==> src/rtl/bank_cmd_seq.sv <==
// Single-bank command sequencer: accepts ACT/RD/WR/PRE, enforces the
// activate-to-access and access-to-data delays, and streams 8-beat bursts
// with sequential column wrap inside the aligned 8-column block.
module bank_cmd_seq #(
   parameter int CHWIDTH  = 5,
   parameter int COLWIDTH = 10,
   parameter int TRCD     = 3,
   parameter int CL       = 4,
   parameter int CWL      = 3
) (
   input  logic                clk,
   input  logic                reset,
   input  logic                cmd_valid,
   input  logic [2:0]          cmd,
   input  logic [CHWIDTH-1:0]  cmd_row,
   input  logic [COLWIDTH-1:0] cmd_col,
   output logic                cmd_ready,
   output logic                rd_o_wr,
   output logic [CHWIDTH-1:0]  row,
   output logic [COLWIDTH-1:0] column,
   output logic                beat_valid,
   output logic                beat_last,
   output logic                row_open,
   output logic                cmd_err
);

   localparam int MAXD = (TRCD > CL) ? ((TRCD > CWL) ? TRCD : CWL)
                                     : ((CL > CWL) ? CL : CWL);
   localparam int CNTW = $clog2(MAXD + 1);

   localparam logic [2:0] C_NOP = 3'd0;
   localparam logic [2:0] C_ACT = 3'd1;
   localparam logic [2:0] C_RD  = 3'd2;
   localparam logic [2:0] C_WR  = 3'd3;
   localparam logic [2:0] C_PRE = 3'd4;

   typedef enum logic [2:0] {
      S_IDLE,
      S_ACTIVATING,
      S_OPEN,
      S_RD_WAIT,
      S_WR_WAIT,
      S_BURST_RD,
      S_BURST_WR
   } state_t;

   state_t                state_reg;
   logic [CNTW-1:0]       cnt_reg;
   logic [2:0]            beat_reg;
   logic                  rd_o_wr_reg;
   logic [CHWIDTH-1:0]    row_reg;
   logic [COLWIDTH-1:0]   column_reg;
   logic                  beat_valid_reg;
   logic                  beat_last_reg;
   logic                  row_open_reg;
   logic                  cmd_err_reg;

   // Commands are only taken in the two resting states; decoded from state alone.
   assign cmd_ready = (state_reg == S_IDLE) || (state_reg == S_OPEN);

   // Sequencer state, delay counter and all registered outputs.
   // Each delay counter is loaded with D-1 and the exit fires when it would
   // reach zero, so the follow-on action lands exactly D cycles after acceptance;
   // a delay of 1 skips the waiting state entirely.
   always_ff @(posedge clk) begin
      if (reset) begin
         state_reg      <= S_IDLE;
         cnt_reg        <= '0;
         beat_reg       <= '0;
         rd_o_wr_reg    <= 1'b0;
         row_reg        <= '0;
         column_reg     <= '0;
         beat_valid_reg <= 1'b0;
         beat_last_reg  <= 1'b0;
         row_open_reg   <= 1'b0;
         cmd_err_reg    <= 1'b0;
      end else begin
         // Non-NOP commands offered while busy are dropped and flagged.
         cmd_err_reg <= cmd_valid && !cmd_ready && (cmd != C_NOP);
         case (state_reg)
            S_IDLE: begin
               if (cmd_valid) begin
                  case (cmd)
                     C_NOP, C_PRE: ;
                     C_ACT: begin
                        row_reg      <= cmd_row;
                        row_open_reg <= 1'b1;
                        if (TRCD == 1) begin
                           state_reg <= S_OPEN;
                        end else begin
                           cnt_reg   <= CNTW'(TRCD - 1);
                           state_reg <= S_ACTIVATING;
                        end
                     end
                     default: cmd_err_reg <= 1'b1;
                  endcase
               end
            end
            S_ACTIVATING: begin
               if (cnt_reg <= CNTW'(1)) begin
                  cnt_reg   <= '0;
                  state_reg <= S_OPEN;
               end else begin
                  cnt_reg <= cnt_reg - CNTW'(1);
               end
            end
            S_OPEN: begin
               if (cmd_valid) begin
                  case (cmd)
                     C_NOP: ;
                     C_RD, C_WR: begin
                        column_reg <= cmd_col;
                        if ((cmd == C_RD) ? (CL == 1) : (CWL == 1)) begin
                           state_reg      <= (cmd == C_WR) ? S_BURST_WR : S_BURST_RD;
                           rd_o_wr_reg    <= (cmd == C_WR);
                           beat_valid_reg <= 1'b1;
                           beat_last_reg  <= 1'b0;
                           beat_reg       <= '0;
                        end else begin
                           cnt_reg   <= (cmd == C_RD) ? CNTW'(CL - 1) : CNTW'(CWL - 1);
                           state_reg <= (cmd == C_RD) ? S_RD_WAIT : S_WR_WAIT;
                        end
                     end
                     C_PRE: begin
                        state_reg    <= S_IDLE;
                        row_open_reg <= 1'b0;
                     end
                     default: cmd_err_reg <= 1'b1;
                  endcase
               end
            end
            S_RD_WAIT, S_WR_WAIT: begin
               if (cnt_reg <= CNTW'(1)) begin
                  cnt_reg        <= '0;
                  state_reg      <= (state_reg == S_WR_WAIT) ? S_BURST_WR : S_BURST_RD;
                  rd_o_wr_reg    <= (state_reg == S_WR_WAIT);
                  beat_valid_reg <= 1'b1;
                  beat_last_reg  <= 1'b0;
                  beat_reg       <= '0;
               end else begin
                  cnt_reg <= cnt_reg - CNTW'(1);
               end
            end
            S_BURST_RD, S_BURST_WR: begin
               if (beat_reg == 3'd7) begin
                  state_reg      <= S_OPEN;
                  beat_valid_reg <= 1'b0;
                  beat_last_reg  <= 1'b0;
                  rd_o_wr_reg    <= 1'b0;
                  beat_reg       <= '0;
               end else begin
                  beat_reg         <= beat_reg + 3'd1;
                  column_reg[2:0]  <= column_reg[2:0] + 3'd1;
                  beat_last_reg    <= (beat_reg == 3'd6);
               end
            end
            default: state_reg <= S_IDLE;
         endcase
      end
   end

   assign rd_o_wr    = rd_o_wr_reg;
   assign row        = row_reg;
   assign column     = column_reg;
   assign beat_valid = beat_valid_reg;
   assign beat_last  = beat_last_reg;
   assign row_open   = row_open_reg;
   assign cmd_err    = cmd_err_reg;

endmodule

==> config.mk <==
export PLATFORM = sky130hd
export DESIGN_NAME = bank_cmd_seq
export DESIGN_NICKNAME = d
export VERILOG_FILES = /design/src/rtl/bank_cmd_seq.sv
export SDC_FILE = /design/constraint.sdc
export NUM_CORES = 1
export LEC_CHECK = 0
export ABC_AREA = 1
export BUFFER_PORTS_ARGS = -buffer_cell sky130_fd_sc_hd__buf_2
export CAP_MARGIN = 25
export CORE_UTILIZATION = 35
export CTS_CLUSTER_DIAMETER = 80
export DETAILED_ROUTE_END_ITERATION = 7
export PLACE_DENSITY = 0.59
export SYNTH_ARGS = -nofsm -noshare
export SYNTH_HDL_FRONTEND = slang
export SYNTH_SLANG_ARGS = --single-unit
==> constraint.sdc <==
create_clock -name clk -period 1.75 [get_ports clk]
set_input_delay 0.35 -clock clk [delete_from_list [all_inputs] [get_ports clk]]
set_output_delay 0.35 -clock clk [all_outputs]
set_load 0.02 [all_outputs]
==> run_results.csv, run 1 <==
group,metric,value,unit
setup_path,critical_path_class,"register to register",
clock_tree,cts_hold_buf,0,
clock_tree,postCtsSetupRepairBufs,0,
power,power.internal,1.36,mW
detailed_routing,wire_per_inst,10.8,um
outcome,status,"finished clean",
finish,layout_commonest_cell,"nor2_1",
setup_path,startpoint_type,"register",
floorplan,initial_core_util,36.8,%
synthesis,yosys.cell_types.count,25,
timing,max-slew-margin-rel,79.7,%
power,clkPwrFrac,23.1,%
timing,setup_violations,0,
synthesis,synth_seq_cells,29,
clock_tree,clkTransAtPathRegs,60,ps
detailed_routing,route.detailed.drc,0,
global_route,grt_max_degree,15,
placed_design,port_buffers,41,
setup_path,critPathRequiredTime,1930,ps
floorplan,io_pins,42,
timing,min_period_over_period,83.5,%
global_route,grt_pass1_vias,1250,
power,leakage,0.912,nW
power,swShare,40.0,%
setup_path,r2r-end,"state_reg[0]",
placed_design,dp_cells,304,
clock_tree,insertion_delay,280,ps
hold_path,min_to,"row[1]",
global_route,gr-total-overflow,0,
synthesis,seq_area_frac_synth,39.2,%
power,power.switching,0.905,mW
finish,drive_gt1_share,26.0,%
detailed_routing,vias_per_cell,4.70,
finish,nets,288,
timing,slew_viol_final,0,
clock_tree,cts_made_buffers,5,
finish,antenna_cells,0,
timing,min_period,1460,ps
placed_design,dpl_cell_area,0.00176,mm2
timing,setup_tns,0,ps
floorplan,die_y,67.1,um
synthesis,syn-num-nets,240,
clock_tree,cts_sinks,29,
global_route,grt.total_usage,17.3,%
clock_tree,max-clock-path-buffers,2,
placed_design,dp_hpwl,2500,um
setup_path,reg2regPathDepth,11,
clock_tree,cts-root-buf,"clkbuf_8",
floorplan,rows,23,
setup_path,rrSetupSlack,290,ps
setup_path,cp.arrival,1640,ps
timing,skew,5.12,ps
hold_path,hp-class,"input pin to register",
hold_path,hold_depth,3,
finish,final_util,45.6,%
finish,mostFrequentLayoutCells,"46 x nor2_1, 41 x buf_2, 32 x nand2_1",
power,combinationalPowerShare,39.4,%
power,cellPowerDensity,1230,mW/mm2
synthesis,syn_area_per_cell,6.96,um2
floorplan,die-area,0.00450,mm2
timing,tightest_slew,305,ps
timing,hold_viol_final,0,
finish,stdcell_area,0.00184,mm2
power,ir_worst_vdd,0.497,mV
setup_path,worstReg2RegStart,"cnt_reg[1]",
setup_path,crit_path_end_kind,"register",
hold_path,worstHoldStart,"cmd_row[1]",
finish,area_delta_synth_final,24.0,%
synthesis,syn_inst,213,
synthesis,netlist_area,0.00148,mm2
detailed_routing,wirelength,3350,um
clock_tree,h-tree-depth,2,
finish,nFillCells,434,
clock_tree,cts_tree,"built",
global_route,grt_pass1_wl,5590,um
global_route,antenna_found_initial,0,
detailed_routing,drt-pass1-iter-count,4,
timing,fmax,684,MHz
floorplan,fp.dieW,67.1,um
finish,largest_reg_flops,10,
power,p_seq_share,37.5,%
detailed_routing,antenna_left,0,
clock_tree,ctsResizeCount,0,
setup_path,worstPathMaxFanout,6,
finish,fin_cells,312,
detailed_routing,vias,1465,
flow_run,cap_violations,0,
synthesis,yosys_warnings,0,
placed_design,place_congestion,0.835,
timing,rsz0062_at_grt,"no",
detailed_routing,drt_iter0_drc,74,
floorplan,core,0.00403,mm2
==> worst max-delay path by stage <==
stage,startpoint,to,depth (start not counted),slack [ps]
after global routing,cnt_reg[1],state_reg[0],11,70
after floorplan,state_reg[2],cnt_reg[1],5,290
after global placement,cnt_reg[1],state_reg[2],11,350
final,cnt_reg[1],state_reg[0],11,290
after CTS,cnt_reg[1],state_reg[0],11,290
after detailed placement,cnt_reg[1],state_reg[1],11,340
==> synth_stat cells (all sizes together) <==
library cell / number / area (um2)
and3: 1 / 6.26
a21oi: 13 / 65.1
xnor2: 1 / 8.76
a31oi: 1 / 6.26
nand3: 12 / 77.6
nand2: 39 / 164
o21ai: 26 / 130
o211ai: 1 / 7.51
nand4: 3 / 18.8
inv: 24 / 90.1
buf: 1 / 7.51
ha: 6 / 75.1
or2: 2 / 12.5
nor3: 1 / 5.00
clkbuf: 2 / 7.51
dfxtp: 29 / 581
nor2: 51 / 219
==> layout make-up <==
cell class                      count  area, um2  area share [%]
Multi-Input combinational cell    157        796            43.3
Timing Repair Buffer               44        228            12.4
Tap cell                           50       62.6            3.41
Clock buffer                        8       80.1            4.36
Inverter                           24       90.1            4.90
Sequential cell                    29        581            31.6
==> cell families (layout without fill, tap and decap cells) <==
kind of cell               Yosys count  count (layout)  synth area share, %
DFF                                 29              29                 39.2
buffers and inverters               27              76                 7.09
AOI/OAI and AO/OA                   41              41                 14.1
xor gates and xnor gates             1               1                0.591
adders and majority gates            6               6                 5.07
and+or+nand+nor                    109             109                 34.0
==> stage by stage <==
stage / hold slack, ps / total power [mW] / setup WS, ps
after floorplan: 447 / 1.50 / 290
after global placement: 450 / 1.75 / 346
after detailed placement: 456 / 1.75 / 336
after CTS: 285 / 2.28 / 293
after global routing: 300 / 2.45 / 68.2
final: 288 / 2.26 / 288
==> critical path, cell delays in order (launching register included) <==
cell	delay [ps]
dfxtp_1	310
inv_1	100
ha_1	180
inv_1	40
o21ai_0	80
nand2_1	130
nand2_2	90
nand2_2	70
nor2_4	150
nand3_1	100
nand2_1	70
nor2_1	40
==> metal layers <==
metal,vias to the layer above,share of wire (%),GRT usage (%)
li1,780,-,-
met4,0,1.8,7.18
met5,-,0,0
met2,36,45,25.9
met3,6,5.6,6.85
met1,643,48,21.6
==> power by group through the flow <==
stage               Sequential [mW]  Clock, mW  Combinational, mW
floorplan                     0.914          0              0.588
global placement              0.862          0              0.883
detailed placement            0.862          0              0.884
CTS                           0.848      0.536              0.894
global route                  0.862      0.573               1.02
finish                        0.849      0.523              0.892
(Power assumes the default switching activity.)
==> run 2, diff against run 1 <==
==> constraint.sdc (replaced) <==
create_clock -name clk -period 1.4 [get_ports clk]
set_input_delay 0.28 -clock clk [delete_from_list [all_inputs] [get_ports clk]]
set_output_delay 0.28 -clock clk [all_outputs]
set_load 0.02 [all_outputs]
==> run 2 against run 1 <==
Effect of this change: hold slack got worse by 57 ps; largest cell class unchanged; register-to-register slack got worse by 250 ps; critical path type unchanged; clock power is 31% higher; sequential power rose by 27%; global-route usage shrank 0.11 points; worst setup slack got worse by 250 ps; first-iteration DRC count decreased by 53%.
==> run_results.csv, run 2 (synthesized netlist as in run 1, its figures left out) <==
group,metric,value,unit
setup_path,reg2regPathDepth,11,
hold_path,hp-class,"input pin to register",
placed_design,port_buffers,41,
finish,fin_cells,324,
floorplan,rows,23,
flow_run,cap_violations,0,
power,leakage,0.987,nW
power,ir_worst_vdd,0.710,mV
detailed_routing,wirelength,3570,um
timing,setup_tns,0,ps
outcome,status,"finished clean",
timing,skew,5.17,ps
clock_tree,cts_sinks,29,
detailed_routing,antenna_left,0,
finish,layout.area.seq,589,um2
setup_path,crit_path_end_kind,"register",
setup_path,cp.arrival,1530,ps
detailed_routing,drt_iter0_drc,35,
finish,mostFrequentLayoutCells,"43 x nor2_1, 40 x buf_2, 30 x nand2_1",
detailed_routing,vias_per_cell,4.64,
finish,area_delta_synth_final,37.2,%
clock_tree,cts-root-buf,"clkbuf_8",
finish,drive_gt1_share,38.7,%
finish,nFillCells,425,
clock_tree,cts_tree,"built",
floorplan,die-area,0.00450,mm2
clock_tree,clkTransAtPathRegs,60,ps
global_route,grt.total_usage,17.1,%
clock_tree,cts_made_buffers,5,
detailed_routing,drt-pass1-iter-count,4,
timing,setup_violations,0,
detailed_routing,wire_per_inst,11.0,um
timing,fmax,732,MHz
clock_tree,h-tree-depth,2,
placed_design,dp_cells,313,
finish,layout_commonest_cell,"nor2_1",
timing,max-slew-margin-rel,79.2,%
timing,tightest_slew,311,ps
timing,min_period,1370,ps
floorplan,die_y,67.1,um
placed_design,place_congestion,0.802,
hold_path,hold_depth,3,
finish,largest_reg_flops,10,
floorplan,initial_core_util,36.8,%
timing,slew_viol_final,0,
floorplan,io_pins,42,
setup_path,critPathRequiredTime,1570,ps
finish,antenna_cells,0,
finish,nets,301,
global_route,antenna_found_initial,0,
clock_tree,insertion_delay,270,ps
global_route,grt_max_degree,12,
detailed_routing,route.detailed.drc,0,
setup_path,worstPathMaxFanout,6,
detailed_routing,vias,1502,
power,p_total,3.14,mW
timing,hold_viol_final,0,
clock_tree,max-clock-path-buffers,2,
timing,rsz0062_at_grt,"yes",
timing,min_period_over_period,97.6,%
global_route,grt_pass1_vias,1357,
global_route,grt_pass1_wl,5730,um
setup_path,startpoint_type,"register",
power,cellPowerDensity,1540,mW/mm2
floorplan,fp.dieW,67.1,um
finish,multi_input_area,876,um2
placed_design,dp_hpwl,2660,um
timing,holdWs,231,ps
floorplan,core,0.00403,mm2
setup_path,critical_path_class,"register to register",
global_route,gr-total-overflow,0,
[run 2: cell type report]
cell class	instances	share of cell area, %
clock buffer	7	4.25
timing repair buffer	57	16.1
inverter	24	4.43
sequential	29	29.0
tap	50	3.08
multi-input combinational	157	43.1
[run 2: stage by stage]
stage | instance area (um2) | util [%] | setup WS, ps
3_3_place_gp | 1830 | 45.3 | 29.3
2_1_floorplan | 1480 | - | 119
5_1_grt | 2030 | 50.4 | -71.3
3_5_place_dp | 1830 | 45.3 | 35.9
6_report | 2030 | 50.4 | 34.0
4_1_cts | 1920 | 47.7 | 26.3
[run 2: power by group]
part | internal [mW] | switching [mW]
combinational | 0.557 | 0.816
sequential | 0.963 | 0.117
clock | 0.389 | 0.296
[run 2: final timing paths]
kind	end	from	slack [ps]
setup / recovery	state_reg[1]	cnt_reg[1]	30
hold / removal	row[1]	cmd_row[1]	230
setup reg to reg	state_reg[1]	cnt_reg[1]	30
hold reg to reg	beat_last	beat_last	460
[run 2: critical path: stages (launching register included)]
cell and delay [ps]:
dfxtp_2 320, inv_2 70, ha_4 140, inv_2 30, o21ai_2 50, nand2_2 80
nand2_2 110, nand2_4 70, nor2_4 200, nand3_2 80, nand2_1 60, nor2_1 40
[run 2: timing repair]
item | CTS | global route
gates cloned | 0 | 0
gates resized for setup | 1 | 30
setup endpoints to repair | 1 | 18
hold buffers | 0 | 0
buffers inserted | 1 | 3
pin swaps | 1 | 9
[run 2: layer usage]
| layer | GRT usage (%) | vias to the layer above | wire length, um |
|---|---|---|---|
| met4 | 6.38 | 0 | 48 |
| met2 | 27.4 | 33 | 1700 |
| met1 | 21.9 | 659 | 1690 |
| met3 | 4.11 | 6 | 133 |
| met5 | 0 | - | 0 |
| li1 | - | 804 | - |
==> run 3, diff against run 2 <==
--- a/config.mk
+++ b/config.mk
@@ -7,7 +7,8 @@
 export LEC_CHECK = 0
 export ABC_AREA = 1
 export BUFFER_PORTS_ARGS = -buffer_cell sky130_fd_sc_hd__buf_2
-export CAP_MARGIN = 25
+export CAP_MARGIN = 10
+export CORE_ASPECT_RATIO = 1.1
 export CORE_UTILIZATION = 35
 export CTS_CLUSTER_DIAMETER = 80
 export DETAILED_ROUTE_END_ITERATION = 7
==> run 3 against run 2 <==
Effect of this change: sequential power about the same; total power down 1.8%; combinational power down 5%; clock-buffer cell count down 2; hold slack worse by 13 ps; clock skew down 2.2 ps; flip-flop and latch count unchanged.
==> run_results.csv, run 3 (synthesized netlist as in run 1, its figures left out) <==
group,metric,value,unit
power,power.internal,1.82,mW
placed_design,place_congestion,0.772,
detailed_routing,antenna_left,0,
global_route,busiest_layer,"met2",
detailed_routing,vias,1521,
timing,fmax,755,MHz
floorplan,io_pins,42,
power,cellPowerDensity,1520,mW/mm2
global_route,grt_pass1_vias,1324,
floorplan,core,0.00402,mm2
timing,max-slew-margin-rel,80.6,%
timing,hold_viol_final,0,
finish,antenna_cells,0,
placed_design,dp_hpwl,2610,um
clock_tree,clkTransAtPathRegs,70,ps
detailed_routing,drt-pass1-iter-count,4,
finish,final_util,50.5,%
power,leakage,0.976,nW
timing,setup_violations,0,
setup_path,crit_path_end_kind,"register",
power,swShare,40.8,%
floorplan,initial_core_util,36.8,%
power,p_total,3.08,mW
finish,nFillCells,428,
setup_path,cp_common_cell,"ha_4",
power,ir_worst_vdd,0.777,mV
setup_path,cp.arrival,1500,ps
timing,min_period_over_period,94.7,%
setup_path,slowest_delay,370,ps
setup_path,critical_path_class,"register to register",
finish,area_delta_synth_final,37.2,%
placed_design,dpl_cell_area,0.00182,mm2
floorplan,die_y,70.2,um
global_route,gr-total-overflow,0,
timing,tightest_slew,290,ps
global_route,grt_max_degree,12,
detailed_routing,drt_iter0_drc,57,
power,power.switching,1.26,mW
global_route,met2_usage,26.0,%
setup_path,critPathSlowestCell,"dfxtp_2",
timing,min_period,1330,ps
power,p_seq_share,35.8,%
flow_run,cap_violations,0,
floorplan,die-area,0.00450,mm2
detailed_routing,wire_per_inst,11.1,um
power,combinationalPowerShare,42.1,%
clock_tree,cts_made_buffers,5,
hold_path,hp-class,"input pin to register",
finish,drive_gt1_share,38.1,%
finish,layout_commonest_cell,"nor2_1",
power,clkPwrFrac,22.1,%
global_route,grt_pass1_wl,5770,um
setup_path,crit_family,"simple AND/OR/NAND/NOR gates",
clock_tree,max-clock-path-buffers,2,
timing,holdWs,218,ps
clock_tree,h-tree-depth,2,
setup_path,path_cells,"ha_4 > ha_4 > inv_2 > nand3_4 > nand2_4 > nor2_4 > nand3_1 > nand2_1 > nor2_1",
timing,setup_tns,0,ps
clock_tree,cts_sinks,29,
timing,rsz0062_at_grt,"yes",
clock_tree,cts_tree,"built",
setup_path,startpoint_type,"register",
finish,nets,299,
setup_path,worstPathMaxFanout,6,
finish,largest_reg_flops,10,
global_route,antenna_found_initial,0,
global_route,grtUsageMet3,4.74,%
global_route,use_met1,21.7,%
clock_tree,cts-root-buf,"clkbuf_8",
detailed_routing,wirelength,3590,um
finish,mostFrequentLayoutCells,"42 x nor2_1, 41 x buf_2, 30 x nand2_1",
setup_path,crit_buf_inv,1,
timing,skew,3.01,ps
setup_path,critPathRequiredTime,1580,ps
timing,slew_viol_final,0,
global_route,grt.total_usage,16.8,%
finish,stdcell_area,0.00203,mm2
detailed_routing,vias_per_cell,4.68,
floorplan,rows,24,
floorplan,fp.dieW,64.0,um
outcome,status,"finished clean",
detailed_routing,route.detailed.drc,0,
placed_design,port_buffers,41,
clock_tree,insertion_delay,280,ps
run 3: changes by cell type in the layout (fill, tap and decap cells not counted), moves of 2 or more:
cell / previous run / this run
dfxtp_4: 0 / 3
clkinv_2: 0 / 2
buf_4: 17 / 14
dfxtp_2: 7 / 4
run 3: worst paths after layout:
kind,startpoint,end,slack [ps],cells past startpoint
max,beat_reg[0],state_reg[2],70,9
min,cmd_row[1],row[1],220,3
max reg2reg,beat_reg[0],state_reg[2],70,9
min reg2reg,beat_last,beat_last,460,2
run 3: layer usage:
metal	share of wire [%]	vias up	routed length [um]
met2	49	36	1760
li1	-	802	-
met5	0	-	0
met1	45	677	1630
met4	1.7	0	60
met3	4.1	6	147
run 3: tightest hold or removal path, cell delays in order:
cell    delay [ps]
buf_2           70
nor2_1          30
nor2_1          80
run 3: power by group through the flow:
stage / clock network, mW / logic (mW) / registers (mW)
6_report: 0.682 / 1.30 / 1.10
5_1_grt: 0.744 / 1.46 / 1.12
4_1_cts: 0.700 / 1.20 / 1.07
3_5_place_dp: 0 / 1.19 / 1.08
3_3_place_gp: 0 / 1.19 / 1.08
2_1_floorplan: 0 / 0.737 / 1.15
run 3: final cells by class:
type                    count  area, um2  area share (%)
clock buffers               5       68.8            3.38
clock inverters             3       17.5           0.862
inverters                  24       90.1            4.43
multi-input cells         157        885            43.5
flip-flops and latches     29        597            29.4
well taps                  52       65.1            3.20
repair buffers             55        310            15.3
run 3: timing repair:
item,CTS,global route
hold buffers,0,0
buffers inserted,0,3
endpoints found under the setup margin,1,22
pin swaps,0,7
resized for setup,3,31
run 3: metrics by stage:
step / cells / worst slack (ps)
6_report: 325 / 74.8
5_1_grt: 325 / -38.1
4_1_cts: 322 / 29.3
3_5_place_dp: 314 / 43.3
3_3_place_gp: 314 / 45.3
2_1_floorplan: 213 / 119
